`config.mk`:
```
export PLATFORM = sky130hd
export DESIGN_NAME = gb_joypad_input
export DESIGN_NICKNAME = d
export VERILOG_FILES = /design/src/rtl/gb_joypad_input.sv
export SDC_FILE = /design/constraint.sdc
export NUM_CORES = 1
export LEC_CHECK = 0
export CAP_MARGIN = 20
export CORE_ASPECT_RATIO = 1.75
export CORE_MARGIN = 4
export CORE_UTILIZATION = 25
export DETAILED_ROUTE_END_ITERATION = 10
export MAX_ROUTING_LAYER = met4
export PLACE_DENSITY = 0.48
export SYNTH_ARGS = -nofsm -noshare
export SYNTH_HDL_FRONTEND = slang
export SYNTH_SLANG_ARGS = --single-unit
```
`constraint.sdc`:
```
create_clock -name clock -period 2.9 [get_ports clock]
set_clock_uncertainty 0.2 [all_clocks]
set_input_delay 0.725 -clock clock [delete_from_list [all_inputs] [get_ports clock]]
set_output_delay 0.725 -clock clock [all_outputs]
set_load 0.01 [all_outputs]
```
`src/rtl/gb_joypad_input.sv`:
```
// gb_joypad_input: polls an SNES serial pad and presents it as the Game Boy JOYP register
module gb_joypad_input #(
  parameter int POLL_DIV     = 450000,
  parameter int LATCH_CYCLES = 324,
  parameter int HALF_BIT     = 162
) (
  input  logic        clock,
  input  logic        reset,
  input  logic        controller_data,
  output logic        controller_latch,
  output logic        controller_clock,
  input  logic        mem_enable,
  input  logic        rd_n,
  input  logic        wr_n,
  input  logic [15:0] A,
  input  logic [7:0]  di,
  output logic [7:0]  dout,
  input  logic        int_ack,
  output logic        int_req,
  output logic [7:0]  button_state
);
  localparam int CW = $clog2(LATCH_CYCLES > HALF_BIT ? LATCH_CYCLES : HALF_BIT);
  localparam int PW = $clog2(POLL_DIV);
  localparam logic [CW-1:0] LAT_LAST  = CW'(LATCH_CYCLES - 1);
  localparam logic [CW-1:0] HB_LAST   = CW'(HALF_BIT - 1);
  localparam logic [PW-1:0] POLL_LAST = PW'(POLL_DIV - 1);

  typedef enum logic [2:0] {IDLE, LATCH, HIGH, LOW, DONE} state_t;

  state_t        state_q, state_d;
  logic [PW-1:0] poll_q, poll_d;
  logic [CW-1:0] cnt_q, cnt_d;
  logic [3:0]    bit_q, bit_d;
  logic [15:0]   raw_q, raw_d;
  logic [1:0]    sync_q, sync_d;
  logic [7:0]    btn_q, btn_d;
  logic [1:0]    sel_q, sel_d;
  logic          wr_n_q, wr_n_d;
  logic [3:0]    nib_q, nib_d;
  logic          int_q, int_d;
  logic          hit, cnt_last;
  logic [3:0]    nib;
  logic          unused_rd_n;

  assign unused_rd_n  = rd_n;
  assign hit          = mem_enable && A == 16'hFF00;
  assign nib          = (sel_q[0] ? 4'h0 : btn_q[3:0]) | (sel_q[1] ? 4'h0 : btn_q[7:4]);
  assign dout         = hit ? {2'b11, sel_q, ~nib} : 8'hFF;
  assign cnt_last     = cnt_q == (state_q == LATCH ? LAT_LAST : HB_LAST);
  assign button_state = btn_q;
  assign int_req      = int_q;

  // FSM state register
  always_ff @(posedge clock or posedge reset) begin
    if (reset) state_q <= IDLE;
    else       state_q <= state_d;
  end

  // FSM next state: latch, then 16 high/low shift periods, then one commit cycle
  always_comb begin
    state_d = state_q;
    unique case (state_q)
      IDLE:    state_d = poll_q == '0 ? LATCH : IDLE;
      LATCH:   state_d = cnt_last ? HIGH : LATCH;
      HIGH:    state_d = cnt_last ? LOW : HIGH;
      LOW:     state_d = cnt_last ? (bit_q == 4'd15 ? DONE : HIGH) : LOW;
      DONE:    state_d = IDLE;
      default: state_d = IDLE;
    endcase
  end

  // FSM outputs to the controller header
  always_comb begin
    controller_latch = state_q == LATCH;
    controller_clock = state_q != LOW;
  end

  // Datapath next values: poll timer, shift capture, frame commit, JOYP select and interrupt
  always_comb begin
    sync_d = {sync_q[0], controller_data};
    poll_d = poll_q == POLL_LAST ? '0 : poll_q + PW'(1);
    cnt_d  = (state_d != state_q || state_q == IDLE) ? '0 : cnt_q + CW'(1);
    bit_d  = state_q == LATCH ? 4'd0 : (state_q == LOW && cnt_last) ? bit_q + 4'd1 : bit_q;
    raw_d  = raw_q;
    if (state_q == HIGH && cnt_last) raw_d[bit_q] = sync_q[1];
    btn_d  = (state_q == DONE && &raw_q[15:12])
           ? {~raw_q[3], ~raw_q[2], ~raw_q[0], ~raw_q[8], ~raw_q[5], ~raw_q[4], ~raw_q[6], ~raw_q[7]}
           : btn_q;
    wr_n_d = wr_n;
    sel_d  = (hit && !wr_n && wr_n_q) ? di[5:4] : sel_q;
    nib_d  = nib;
    int_d  = |(nib & ~nib_q) ? 1'b1 : int_ack ? 1'b0 : int_q;
  end

  // Datapath registers
  always_ff @(posedge clock or posedge reset) begin
    if (reset) begin
      sync_q <= '0;
      poll_q <= '0;
      cnt_q  <= '0;
      bit_q  <= '0;
      raw_q  <= '0;
      btn_q  <= '0;
      wr_n_q <= 1'b1;
      sel_q  <= 2'b11;
      nib_q  <= '0;
      int_q  <= 1'b0;
    end else begin
      sync_q <= sync_d;
      poll_q <= poll_d;
      cnt_q  <= cnt_d;
      bit_q  <= bit_d;
      raw_q  <= raw_d;
      btn_q  <= btn_d;
      wr_n_q <= wr_n_d;
      sel_q  <= sel_d;
      nib_q  <= nib_d;
      int_q  <= int_d;
    end
  end
endmodule

```
==> results_dict.tcl <==
set metrics [dict create \
    grt_overflow 0 \
    worstPathMaxFanout 6 \
    rr_endpoint "raw_q[0]$_DFFE_PP0P_" \
    cp_top_family "simple AND/OR/NAND/NOR gates" \
    fp.dieW_um 93.8 \
    worstPathArrival_ns 1.90 \
    drive_gt1_frac 0.205 \
    clkSinkCount 65 \
    die_h_um 158 \
    cts_tree "yes" \
    slew_headroom 0.457 \
    grt_pass1_wl_um 12300 \
    netlist_instances 312 \
    finalNetCount 403 \
    multiInputGateArea_sq_um 1510 \
    vias 2449 \
    pre_cts_ws_ns -0.650 \
    netlist.area_leader.share 0.482 \
    grt_max_degree 66 \
    hold_buffers 0 \
    path_clk_slew_ns 0.06 \
    ys_seq_elements 65 \
    r2r_cells 4 \
    seqPwrFrac 0.466 \
    combPwrFrac 0.026 \
    synth_enable_flop_cells 0 \
    powerDensity_nw_per_um2 471 \
    grt.total_usage 0.110 \
    ant_nets 0 \
    drv_slew 0 \
    cp_cell_sequence "clkbuf_2, or4_4, nor3_4, buf_6, nand2b_1, buf_2" \
    place_area_sq_um 3850 \
    cts_buffers 9 \
    yosysTopAreaCell "dfrtp_1" \
    clock.fmax_ghz 0.354 \
    p_total_w 0.00196 \
    netlist_area_sq_um 3220 \
    drc 0 \
    diodes 0 \
    cts_buffer_depth 2 \
    finalWirelength_um 7350 \
    port_buffers 40 \
    intPower_w 0.00153 \
    tightest_slew_ns 0.807 \
    clkPwrFrac 0.508 \
    post_drt_wl_per_cell_um 13.7 \
    ys_types 47 \
    dieArea_sq_um 14800 \
    switchingPower_w 0.000424 \
    required_ns 1.98 \
    cts_root_buffer "clkbuf_16" \
    fillers 1321 \
    hp-class "reg2reg" \
    r2r-start "cnt_q[2]$_DFF_PP0_" \
    first_global_vias 2505 \
    switching_share 0.216 \
    whs_ns 0.140 \
    start_util 0.256 \
    worst_slack_ns 0.0731 \
    crit_path_end_kind "primary output" \
    rrSetupSlack_ns 0.61 \
    dp_hpwl_um 5370 \
    rows 54 \
    drt_iter0_markers 31 \
    max-cap-violations 0 \
    start_kind "input port" \
    core_area_sq_um 12600 \
    leakagePower_nw 1.82 \
    place_congestion 0.782 \
    cp_num_buf_inv 3 \
    synth_area_leaders "dfrtp_1 (48%), nor2_1 (4.6%), mux2_2 (4.2%)" \
    crit_path_top_delay_cell "or4_4" \
    register_area_sq_um 1630 \
    min_to "sync_q[1]$_DFF_PP0_" \
    fin_crit_sh 0.975 \
    drtPass1Iterations 4 \
    synthArstFlopShare 1.00 \
    crit_type "in2out" \
    min_delay_path_depth 0 \
    min_period_ns 2.83 \
    path_depth 6 \
    slowest_delay_ns 0.55 \
    seq_area_frac_synth 0.507 \
    clk_latency_ns 0.33 \
    synth_ff_type "dfrtp_1" \
    holdCritStartpoint "sync_q[0]$_DFF_PP0_" \
    outcome "complete, no violations" \
    hold_violations 0 \
    io_pins 50 \
    syn_avg_cell_area_sq_um 10.3 \
    ir_worst_vdd_mv 0.269 \
    finalSetupViolCount 0 \
    syn2layout_area_growth_pct 29.1 \
    viasPerCell 4.55 \
    htree_levels 3 \
    final_area_sq_um 4150 \
    ys_warn_count 0 \
    antenna_found_initial 0 \
]
==> power by group through the flow <==
| stage | Sequential, W | Combinational [W] | Clock [W] |
|---|---|---|---|
| 2_1_floorplan | 0.000927 | 0.0000203 | 0 |
| 3_3_place_gp | 0.000929 | 0.0000584 | 0 |
| 3_5_place_dp | 0.000929 | 0.0000592 | 0 |
| 4_1_cts | 0.000913 | 0.0000546 | 0.00104 |
| 5_1_grt | 0.000913 | 0.0000580 | 0.00107 |
| 6_report | 0.000913 | 0.0000512 | 0.000993 |
==> synth_stat cells, drive strengths merged (5+ instances only) <==
| cell | count |
|---|---|
| nor2 | 39 |
| buf | 7 |
| nand2 | 15 |
| nand4 | 12 |
| nor3 | 7 |
| dfrtp | 62 |
| mux2 | 14 |
| nand4b | 5 |
| o21ai | 5 |
| nor4 | 8 |
| inv | 23 |
| ha | 7 |
| nand3 | 20 |
| and3 | 5 |
| nand2b | 5 |
| xnor2 | 11 |
| a21oi | 10 |
| xor2 | 11 |
==> logic make-up (layout without fill, tap and decap cells) <==
family,after synthesis,after routing,share of synthesized area
buffers and inverters,33,90,0.0428
and+or+nand+nor,139,139,0.247
adders and majority gates,7,7,0.0272
other,1,2,0.00117
AOI/OAI and AO/OA,27,27,0.0513
DFF,65,65,0.507
xor gates and xnor gates,22,22,0.0599
muxes,18,18,0.0638
==> area by class of cell <==
| type | count | share of cell area |
|---|---|---|
| timing repair buffer | 51 | 0.108 |
| inverter | 23 | 0.0208 |
| sequential | 65 | 0.392 |
| clock inverter | 5 | 0.00753 |
| clock buffer | 11 | 0.0584 |
| multi-input combinational | 215 | 0.362 |
| tap | 168 | 0.0506 |
==> sequential cells by signal, indices dropped and copies added, names as in the netlist <==
name and cells:
poll_q 19, raw_q 12, cnt_q 9, button_state 8, bit_q 4, nib_q 4
state_q 3, sel_q 2, sync_q 2, int_req 1, wr_n_q 1
==> worst max-delay path by stage <==
stage                     from  endpoint  slack (ns)
floorplan                 A[4]   dout[3]        0.15
global placement          A[8]   dout[1]       -0.65
detailed placement  mem_enable   dout[1]       -0.65
CTS                 mem_enable   dout[1]      0.0003
global route              A[1]   dout[5]       -0.02
finish                    A[4]   dout[5]        0.07
==> routing by layer <==
metal	routed length, um	global-route usage	vias to the layer above
li1	-	-	1199
met1	2760	0.107	1180
met2	4080	0.203	60
met3	368	0.0266	10
met4	146	0.0496	0
met5	0	-	-
==> stage by stage <==
| step | cells | TNS [ns] | util |
|---|---|---|---|
| 2_1_floorplan | 313 | 0 | - |
| 3_3_place_gp | 519 | -3.84 | 0.307 |
| 3_5_place_dp | 519 | -3.84 | 0.307 |
| 4_1_cts | 537 | 0 | 0.327 |
| 5_1_grt | 538 | -0.0667 | 0.331 |
| 6_report | 538 | 0 | 0.331 |
==> placed cells by master, fill, tap and decap left out, drive strengths merged, types with 7 or more instances in the layout <==
cell type / count
a21oi: 10
nand4: 12
ha: 7
clkdlybuf4s50: 22
nand3: 20
xnor2: 11
nor2: 39
nor3: 7
clkbuf: 20
nand2: 15
dfrtp: 62
inv: 23
mux2: 14
nor4: 8
xor2: 11
buf: 17
==> what timing repair did <==
item                       CTS  global route
setup endpoints to repair    6             6
setup buffers                2             1
resized for setup           39            34
pin swaps                    6             7
No activity file was read; power rests on OpenSTA's default activity.
